**config.mk**
```make
export PLATFORM = sky130hd
export DESIGN_NAME = pulse_gray_counter_flat
export DESIGN_NICKNAME = d
export VERILOG_FILES = /design/src/rtl/pulse_gray_pkg.sv /design/src/rtl/pulse_gray_counter_if.sv /design/src/rtl/pulse_edge_sync.sv /design/src/rtl/pulse_gray_counter.sv /design/src/flat_wrapper.sv
export SDC_FILE = /design/constraint.sdc
export NUM_CORES = 1
export LEC_CHECK = 0
export CAP_MARGIN = 20
export CORE_MARGIN = 2
export CORE_UTILIZATION = 30
export DETAILED_ROUTE_END_ITERATION = 7
export SLEW_MARGIN = 25
export SYNTH_ARGS = -nofsm -noshare
export SYNTH_HDL_FRONTEND = slang
export SYNTH_SLANG_ARGS = --single-unit
```
**constraint.sdc**
```tcl
create_clock -name clk -period 12.9 [get_ports clk]
set_input_delay 2.58 -clock clk [delete_from_list [all_inputs] [get_ports clk]]
set_output_delay 2.58 -clock clk [all_outputs]
set_load 0.1 [all_outputs]
```
**src/rtl/pulse_gray_pkg.sv**
```systemverilog
// ============================================================================
// Module      : pulse_gray_pkg
// Description : Shared types and helpers for the Gray-coded pulse counter.
// Revision    : 1.0 - initial release
// ============================================================================
`default_nettype none

package pulse_gray_pkg;

    localparam int unsigned MAX_CHANNELS = 16;
    localparam int unsigned MAX_WIDTH    = 16;
    localparam int unsigned INC_MAX_W    = 5;

    typedef enum logic [1:0] {
        UP_WRAP = 2'b00,
        UP_SAT  = 2'b01,
        DN_WRAP = 2'b10,
        DN_SAT  = 2'b11
    } count_mode_t;

    // Width needed to hold a per-cycle increment of 0..channels.
    function automatic int unsigned inc_width(input int unsigned channels);
        return $clog2(channels + 1);
    endfunction

    function automatic logic [INC_MAX_W-1:0] popcount(input logic [MAX_CHANNELS-1:0] v);
        logic [INC_MAX_W-1:0] n;
        n = '0;
        for (int i = 0; i < MAX_CHANNELS; i++) begin
            n = n + INC_MAX_W'(v[i]);
        end
        return n;
    endfunction

    function automatic logic [MAX_WIDTH-1:0] bin2gray(input logic [MAX_WIDTH-1:0] b);
        return b ^ (b >> 1);
    endfunction

endpackage

`default_nettype wire

```
**src/rtl/pulse_gray_counter_if.sv**
```systemverilog
// ============================================================================
// Module      : pulse_gray_counter_if
// Description : Control, pulse and result bundle of the Gray pulse counter.
// Revision    : 1.0 - initial release
// ============================================================================
`default_nettype none

interface pulse_gray_counter_if #(
    parameter int unsigned CHANNELS = 8,
    parameter int unsigned WIDTH    = 8
);
    logic                enable;
    logic                clear;
    logic [1:0]          mode;
    logic [CHANNELS-1:0] chan_mask;
    logic [CHANNELS-1:0] pulse;
    logic [WIDTH-1:0]    gray_count;
    logic                wrap_flag;

    modport master (
        output enable, clear, mode, chan_mask, pulse,
        input  gray_count, wrap_flag
    );

    modport slave (
        input  enable, clear, mode, chan_mask, pulse,
        output gray_count, wrap_flag
    );
endinterface

`default_nettype wire

```
**src/rtl/pulse_edge_sync.sv**
```systemverilog
// ============================================================================
// Module      : pulse_edge_sync
// Description : One channel: optional synchroniser chain plus rising-edge
//               detector. Chain present only when PULSE_SYNC_EN is defined.
// Revision    : 1.0 - initial release
// ============================================================================
`default_nettype none

module pulse_edge_sync #(
    parameter int unsigned SYNC_STAGES = 2
) (
    input  wire logic clk,
    input  wire logic rst_n,
    input  wire logic i_pulse,
    output logic      o_rise
);

`ifdef PULSE_SYNC_EN
    localparam int unsigned STAGES = SYNC_STAGES;
`else
    // Inputs are already synchronous; the depth parameter has no effect.
    localparam int unsigned STAGES = SYNC_STAGES * 0;
`endif

    logic w_sync_out;
    logic r_prev;

    generate
        if (STAGES > 0) begin : g_sync
            logic [STAGES-1:0] r_sync;

            always_ff @(posedge clk or negedge rst_n) begin
                if (!rst_n) begin
                    r_sync <= '0;
                end else begin
                    r_sync <= (r_sync << 1) | STAGES'(i_pulse);
                end
            end

            assign w_sync_out = r_sync[STAGES-1];
        end else begin : g_direct
            assign w_sync_out = i_pulse;
        end
    endgenerate

    always_ff @(posedge clk or negedge rst_n) begin
        if (!rst_n) begin
            r_prev <= 1'b0;
        end else begin
            r_prev <= w_sync_out;
        end
    end

    assign o_rise = w_sync_out & ~r_prev;

endmodule

`default_nettype wire

```
**src/rtl/pulse_gray_counter.sv**
```systemverilog
// ============================================================================
// Module      : pulse_gray_counter
// Description : Multi-channel pulse counter, up/down wrap/saturate, Gray
//               output with sticky wrap flag. Honours PULSE_SYNC_EN.
// Revision    : 1.0 - initial release
// ============================================================================
`default_nettype none

module pulse_gray_counter
    import pulse_gray_pkg::*;
#(
    parameter int unsigned CHANNELS    = 8,
    parameter int unsigned WIDTH       = 8,
    parameter int unsigned SYNC_STAGES = 2
) (
    input  wire logic            clk,
    input  wire logic            rst_n,
    pulse_gray_counter_if.slave  bus
);

    localparam int unsigned INC_W = inc_width(CHANNELS);

    logic [CHANNELS-1:0] w_rise;
    logic [INC_W-1:0]    w_inc;
    logic [WIDTH:0]      w_sum;
    logic [WIDTH:0]      w_diff;
    logic [WIDTH-1:0]    r_count;
    logic [WIDTH-1:0]    w_count_next;
    logic [WIDTH-1:0]    r_gray;
    logic                r_wrap;
    logic                w_wrap_next;
    count_mode_t         w_mode;

    generate
        for (genvar i = 0; i < CHANNELS; i++) begin : g_chan
            pulse_edge_sync #(
                .SYNC_STAGES (SYNC_STAGES)
            ) u_edge (
                .clk     (clk),
                .rst_n   (rst_n),
                .i_pulse (bus.pulse[i]),
                .o_rise  (w_rise[i])
            );
        end
    endgenerate

    assign w_inc  = INC_W'(popcount(16'(w_rise & bus.chan_mask)));
    assign w_mode = count_mode_t'(bus.mode);

    // One extra bit so the top bit is the carry (up) or borrow (down).
    assign w_sum  = {1'b0, r_count} + (WIDTH+1)'(w_inc);
    assign w_diff = {1'b0, r_count} - (WIDTH+1)'(w_inc);

    always_comb begin
        w_count_next = r_count;
        w_wrap_next  = r_wrap;
        if (bus.clear) begin
            w_count_next = '0;
            w_wrap_next  = 1'b0;
        end else if (bus.enable) begin
            case (w_mode)
                UP_WRAP: begin
                    w_count_next = w_sum[WIDTH-1:0];
                    w_wrap_next  = r_wrap | w_sum[WIDTH];
                end
                UP_SAT: begin
                    w_count_next = w_sum[WIDTH] ? '1 : w_sum[WIDTH-1:0];
                    w_wrap_next  = r_wrap | w_sum[WIDTH];
                end
                DN_WRAP: begin
                    w_count_next = w_diff[WIDTH-1:0];
                    w_wrap_next  = r_wrap | w_diff[WIDTH];
                end
                DN_SAT: begin
                    w_count_next = w_diff[WIDTH] ? '0 : w_diff[WIDTH-1:0];
                    w_wrap_next  = r_wrap | w_diff[WIDTH];
                end
                default: begin
                    w_count_next = r_count;
                    w_wrap_next  = r_wrap;
                end
            endcase
        end
    end

    always_ff @(posedge clk or negedge rst_n) begin
        if (!rst_n) begin
            r_count <= '0;
            r_gray  <= '0;
            r_wrap  <= 1'b0;
        end else begin
            r_count <= w_count_next;
            r_gray  <= WIDTH'(bin2gray(16'(w_count_next)));
            r_wrap  <= w_wrap_next;
        end
    end

    assign bus.gray_count = r_gray;
    assign bus.wrap_flag  = r_wrap;

endmodule

`default_nettype wire

```
**src/flat_wrapper.sv**
```systemverilog
// flat-port wrapper written by rule: the top's interface ports become plain ports
module pulse_gray_counter_flat import pulse_gray_pkg::*;
#(
    parameter int unsigned CHANNELS    = 8,
    parameter int unsigned WIDTH       = 8,
    parameter int unsigned SYNC_STAGES = 2
)
  (clk, rst_n, bus_enable, bus_clear, bus_mode, bus_chan_mask, bus_pulse, bus_gray_count, bus_wrap_flag);
  pulse_gray_counter_if #(.CHANNELS(CHANNELS), .WIDTH(WIDTH)) bus_i ();
  input  wire logic clk;
  input  wire logic rst_n;
  input wire logic [$bits(bus_i.enable)-1:0] bus_enable;
  input wire logic [$bits(bus_i.clear)-1:0] bus_clear;
  input wire logic [$bits(bus_i.mode)-1:0] bus_mode;
  input wire logic [$bits(bus_i.chan_mask)-1:0] bus_chan_mask;
  input wire logic [$bits(bus_i.pulse)-1:0] bus_pulse;
  output wire logic [$bits(bus_i.gray_count)-1:0] bus_gray_count;
  output wire logic [$bits(bus_i.wrap_flag)-1:0] bus_wrap_flag;
  assign bus_i.enable = bus_enable;
  assign bus_i.clear = bus_clear;
  assign bus_i.mode = bus_mode;
  assign bus_i.chan_mask = bus_chan_mask;
  assign bus_i.pulse = bus_pulse;
  assign bus_gray_count = bus_i.gray_count;
  assign bus_wrap_flag = bus_i.wrap_flag;
  pulse_gray_counter #(.CHANNELS(CHANNELS), .WIDTH(WIDTH), .SYNC_STAGES(SYNC_STAGES)) u_core (.clk(clk), .rst_n(rst_n), .bus(bus_i));
endmodule
```
After elaboration in Yosys (flattened, before gate mapping)
Cells that the tools add are included.

storage, ports and cells
  register bits = 25
  bits of input ports = 22
  output and inout bits = 9
  word-level logic and storage cells = 63

operators by class
  $add $sub $neg = 17
  eq/ne operators = 3
  multiplexer cells = 8
  bitwise logic cells = 20
  reduce and logical (&&, ||, !) cells = 4

operators with widths
  operator                                        count
  adder 4 x 1 -> 4 bit (second input constant)    8
  2-to-1 mux 8 bit                                4
  one-hot mux 8 bit (4 select lines)              1
  adder 4 x 1 -> 4 bit                            6
  adder 8 x 4 -> 9 bit                            1
  subtractor 8 x 4 -> 9 bit                       1
  bitwise AND 1 bit                               8
  bitwise AND 8 bit                               1
  NOT 1 bit                                       8
  XOR 8 x 7 -> 8 bit                              1
  == test 2 bit (second input constant)           2
  OR reduction 2 bit                              2
  adder 1 x 1 -> 2 bit                            1
  == test 2 x 1 -> 1 bit (second input constant)  1
  zero test 2 bit                                 1
  2-to-1 mux 1 bit                                2
  bitwise OR 1 bit                                2
  one-hot mux 1 bit (2 select lines)              1
  nonzero test 2 bit                              1

Logic depth before layout (Yosys ltp)
  depth after elaboration = 24
  mapped depth = 19
  gate-level depth less buffers = 19

Modules after synthesis
A second synthesis with hierarchy kept.

unflattened totals
  cell total of the unflattened synthesis = 185
  area, all modules = 1853.0 um^2

by module, submodules not included
  module              instances  cells each  area an instance (um^2)  sequential area each (um^2)
  pulse_gray_counter  1          169         1542.7                   400.4
  pulse_edge_sync     8          2           38.8                     25.0

Worst setup path after synthesis
OpenSTA, ideal clock, no wires.

  kind = input to register
  from = in bus_pulse[0]
  to = reg u_core.r_gray[2], in the netlist u_core.bus.gray_count[2]
  setup time = 0.125 ns
  arrival time = 6.798 ns
  required time = 12.775 ns
  slack = 5.977 ns
  cell stages on the path = 17
  path buffers = 0
  cell sequence = nand2_1 -> nor2_1 -> ha_1 -> inv_1 -> fa_1 -> inv_1 -> fa_1 -> fa_1 -> inv_1 -> fa_1 -> fa_1 -> nor2b_1 -> o21a_2 -> o221a_4 -> o41ai_4 -> nor2_2 -> mux2_4

between the ends
  word-level cells in the longest chain between the ends = 23
  elaborated cells between the ends (all ways) = 25
  those cells by class = add/sub (17); mux (5); bitwise (3)

ends and longest elaborated chain
  item                                                               line                                                text
  start, declared                                                    flat_wrapper.sv:16                                  input wire logic [$bits(bus_i.pulse)-1:0] bus_pulse;
  bitwise AND 1 bit (*)                                              pulse_edge_sync.sv:54                               assign o_rise = w_sync_out & ~r_prev;
  bitwise AND 8 bit (*)                                              pulse_gray_counter.sv:47                            assign w_inc = INC_W'(popcount(16'(w_rise & bus.chan_mask)));
  adder 1 x 1 -> 2 bit (*)                                           pulse_gray_pkg.sv:30                                n = n + INC_MAX_W'(v[i]);
  adder 4 x 1 -> 4 bit (*) (14 in series)                            pulse_gray_pkg.sv:30
  subtractor 8 x 4 -> 9 bit or adder 8 x 4 -> 9 bit (tied branches)  pulse_gray_counter.sv:52, pulse_gray_counter.sv:51
  2-to-1 mux 8 bit (on tied branches)                                pulse_gray_counter.sv:75, pulse_gray_counter.sv:67
  one-hot mux 8 bit (4 select lines) (*)                             pulse_gray_counter.sv:61                            case (w_mode)
  2-to-1 mux 8 bit (*)                                               pulse_gray_counter.sv:60                            end else if (bus.enable) begin
  2-to-1 mux 8 bit (*)                                               pulse_gray_counter.sv:57                            if (bus.clear) begin
  named net u_core.w_count_next[3]                                   pulse_gray_counter.sv:28                            logic [WIDTH-1:0] w_count_next;
  XOR 8 x 7 -> 8 bit (*)                                             pulse_gray_pkg.sv:36                                return b ^ (b >> 1);
  end signal, assigned                                               pulse_gray_counter.sv:93                            r_gray <= WIDTH'(bin2gray(16'(w_count_next)));
  end, declared                                                      pulse_gray_counter.sv:29                            logic [WIDTH-1:0] r_gray;

The timed path passes the listed nets; every way through them passes the cells marked *.
A chain may end at the register's enable or synchronous reset.

Final worst setup path
  from = in bus_pulse[1]
  to = reg u_core.r_gray[2], in the netlist u_core.bus.gray_count[2]

The elaborated chain is that of the path after synthesis.

==> results.md <==
- Status: complete, no violations
- Fin crit share: 56.9%
- H-tree levels: 1
- Final instance area: 2270 sq um
- GRT Util Overall: 13.1%
- Largest net degree at the start of global routing: 25
- Ys Warns: 0
- Io pins: 31
- Power Total: 292 uW
- Worst setup SP type: primary input
- Setup CP Type: primary input to register
- RR Startpoint: u_core.g_chan[1].u_edge.r_prev
- Endpoints failing setup: 0
- Drt first pass iters: 4
- Crit path to: u_core.bus.gray_count[2]
- Area grow syn2layout: 21.3%
- Area leader, netlist: dfrtp_1
- Ranking of synthesized cells by area: dfrtp_1 (32%), ha_1 (7.4%), fa_1 (6.4%)
- Pint: 174 uW
- Nets: between 200 and 300
- HP Class: register to register
- Leakage power: between 1 and 1.5 nW
- CTS buffer count: 3
- Fillers: 587
- Clock Latency Late Sink: approximately 270 ps
- Skew final: 3.00 ps
- Critical path's most frequent cell: fa_1
- Worst Path Arrival: ~7500 ps
- Total congestion overflow: 0
- Netlist cell types: between 60 and 70
- Hold path cells: 2
- Row count: 28
- Die X: just over 80 um
- Drt via density: 5.08
- Fin util: between 30% and 40%
- CORE AREA: around 6000 sq um
- Net Sw Power: around 120 uW
- Syn Inst Count: 197
- Clock power frac: around 23%
- Clock sink total: 24
- R2R depth: 16
- Synth top area share: between 30% and 40%
- Vias: around 1,500
- Final Max Slew Viols: 0
- # DRC: 0
- Rel. slew slack: between 30% and 40%
- Vias in the first global route: roughly 1,600
- Setup crit end kind: register
- Total Wirelength: between 4000 and 5000 um
- Reg2reg setup slack: around 8000 ps
- Worst path slowest cell: fa_1
- Routed len/inst: 14.3 um
- Cell family with most CP delay: adder cells
- Cells along the critical path: clkdlybuf4s50_1 > nand2_1 > nor2_1 > ha_1 > inv_1 > fa_1 > inv_1 > fa_1 > fa_1 > inv_1 > fa_1 > fa_1 > nor2b_1 > o21a_2 > o221a_4 > o41ai_4 > nor2_2 > mux2_4
- Placed Instance Area: 2200 sq um
- Top FF cell, synth: dfrtp_1
- Synthesized flop and latch total: 24
- Sequential share of power: a little under a third
- Cts repair resizes: 0
- Setup repair bufs after CTS: 0
- CTS tree: yes
- Synth Area per Inst: 9.50 sq um
- Max Cap Violations: 0
- M3 GR Usage: 1.29%
- Share of layout cells above drive strength 1: 10.4%
- Synth cell count leaders: dfrtp_1 (24), inv_1 (22), nand2_1 (17)
- Most Crowded Layer GR: met2
- Final setup TNS: 0 ps
- Worst-case clock buffer depth: 2
- Multi-input logic area: 1130 sq um
- CP startpoint: bus_pulse[1]
- Comb power frac: between 40 and 50%
- Remaining antenna violation count: 0
- Chip Height: between 80 and 90 um
- GP Congestion: 0.846
- I/O Buffers: 30
- Slew @ Worst Pin: approximately 1000 ps
- Critical Path Fanout Max: 6
- Switch share: 40.3%
- Worst R2R End: u_core.bus.gray_count[2]
- Hold buffer count at CTS: 0
- RSZ-0062 raised after global routing: no
- Peak per-stage delay on the critical path: approximately 530 ps
- Worst Path Buf+Inv: 4
- Placement Setup Slack: between 5000 and 6000 ps
- First-pass GRT wire length: 7420 um
- Register area: between 600 and 700 sq um
- CTS clk-pin slew, worst paths: ~90 ps
- PwrDens: approximately 130 nW/um^2
- Post-route minimum period: 7340 ps
- Inserted Diodes: 0
- DR iter-0 viols: between 100 and 150
- Endpoints failing hold: 0
- Initial antenna violation count: 0
- Ys async rst share: 100%
- Starting Density: 31.2%
- Critical Path Stages: 18
- DIE AREA: 6890 sq um
- Post-route worst setup slack: approximately 5600 ps
- Syn nets: approximately 240
- Fmax: about 140 MHz
- M2 GR Usage: between 20% and 30%
- Grt met1 use: ~18%
- Syn Std Cell Area: ~1900 sq um
- Sequential-to-total area share from yosys stat: between 30% and 40%
- Clock Tree Root: clkbuf_8
- Detailed placement HPWL: ~3300 um
- Count leader, synth: dfrtp_1
- EDFF count, synth: 0
- Worst VDD drop: between 0.07 and 0.08 mV
- Data required, critical path: ~13,000 ps
per-layer routing:
| metal | vias up | part of all wire (%) |
|---|---|---|
| met1 | 726 | 47 |
| met5 | - | 0 |
| met4 | 0 | 0.99 |
| li1 | 744 | - |
| met3 | 2 | 3.9 |
| met2 | 37 | 48 |
registers in the layout, indices dropped and copies added (netlist names):
register,cells
u_core.g_chan.u_edge.r_prev,8
u_core.r_count,8
u_core.bus.gray_count,7
u_core.bus.wrap_flag,1
layout by cell type (no fill, tap or decap), drive strengths merged, types with 2 or more instances in the layout:
master and count:
clkdlybuf4s50 29, dfrtp 24, inv 22, nand2 17
nor2 15, a21oi 11, ha 11, fa 6
o21ai 6, xnor2 5, nand3 5, o31ai 5
or2 5, xor2 3, clkbuf 3, a21o 3
nand2b 3, and3 3, nand3b 2, mux2i 2
nand4 2, a2111o 2, o311a 2, and4 2
a211oi 2, o211ai 2, a221oi 2, a31oi 2
and2 2, nor2b 2, o21a 2, o221a 2
mux2 2
per-stage QoR:
stage | hold slack [ps] | std cells
4_1_cts | 523 | 297
3_3_place_gp | 487 | 293
3_5_place_dp | 486 | 293
2_1_floorplan | 543 | 197
5_1_grt | 571 | 297
6_report | 511 | 297
tightest hold or removal path: cells and delay by family, from the launching register on:
kind,cells,cell delay (ps)
flops,1,350
simple gates,1,80
compound gates,1,40
final cells by class:
type	count	area share (%)
clock inverters	1	1.32
inverters	22	3.64
clock buffers	3	1.82
flip-flops and latches	24	26.5
multi-input cells	142	49.6
repair buffers	30	13.0
well taps	75	4.13
worst min-delay path by stage:
stage / startpoint / to / slack [ps]
floorplan: u_core.r_count[0] / u_core.r_count[0] / 540
global placement: u_core.bus.wrap_flag / u_core.bus.wrap_flag / 490
detailed placement: u_core.bus.wrap_flag / u_core.bus.wrap_flag / 490
CTS: u_core.bus.wrap_flag / u_core.bus.wrap_flag / 520
global route: u_core.bus.wrap_flag / u_core.bus.wrap_flag / 570
finish: u_core.bus.wrap_flag / u_core.bus.wrap_flag / 510
power groups by stage:
stage / logic, mW / registers, mW / clock network (mW)
6_report: 0.135 / 0.0909 / 0.0663
3_3_place_gp: 0.135 / 0.0923 / 0
5_1_grt: 0.146 / 0.0922 / 0.0729
2_1_floorplan: 0.0722 / 0.122 / 0
3_5_place_dp: 0.134 / 0.0922 / 0
4_1_cts: 0.135 / 0.0908 / 0.0697
cell families (layout without fill, tap and decap cells):
group | Yosys count | after routing | share of synthesized area, %
and+or+nand+nor | 62 | 62 | 18.2
DFF | 24 | 24 | 32.1
AOI/OAI and AO/OA | 51 | 51 | 21.9
xor gates and xnor gates | 8 | 8 | 3.74
buffers and inverters | 31 | 56 | 7.75
adders and majority gates | 17 | 17 | 13.8
muxes | 4 | 4 | 2.47
Note: power is estimated with default switching activity, not from simulation.
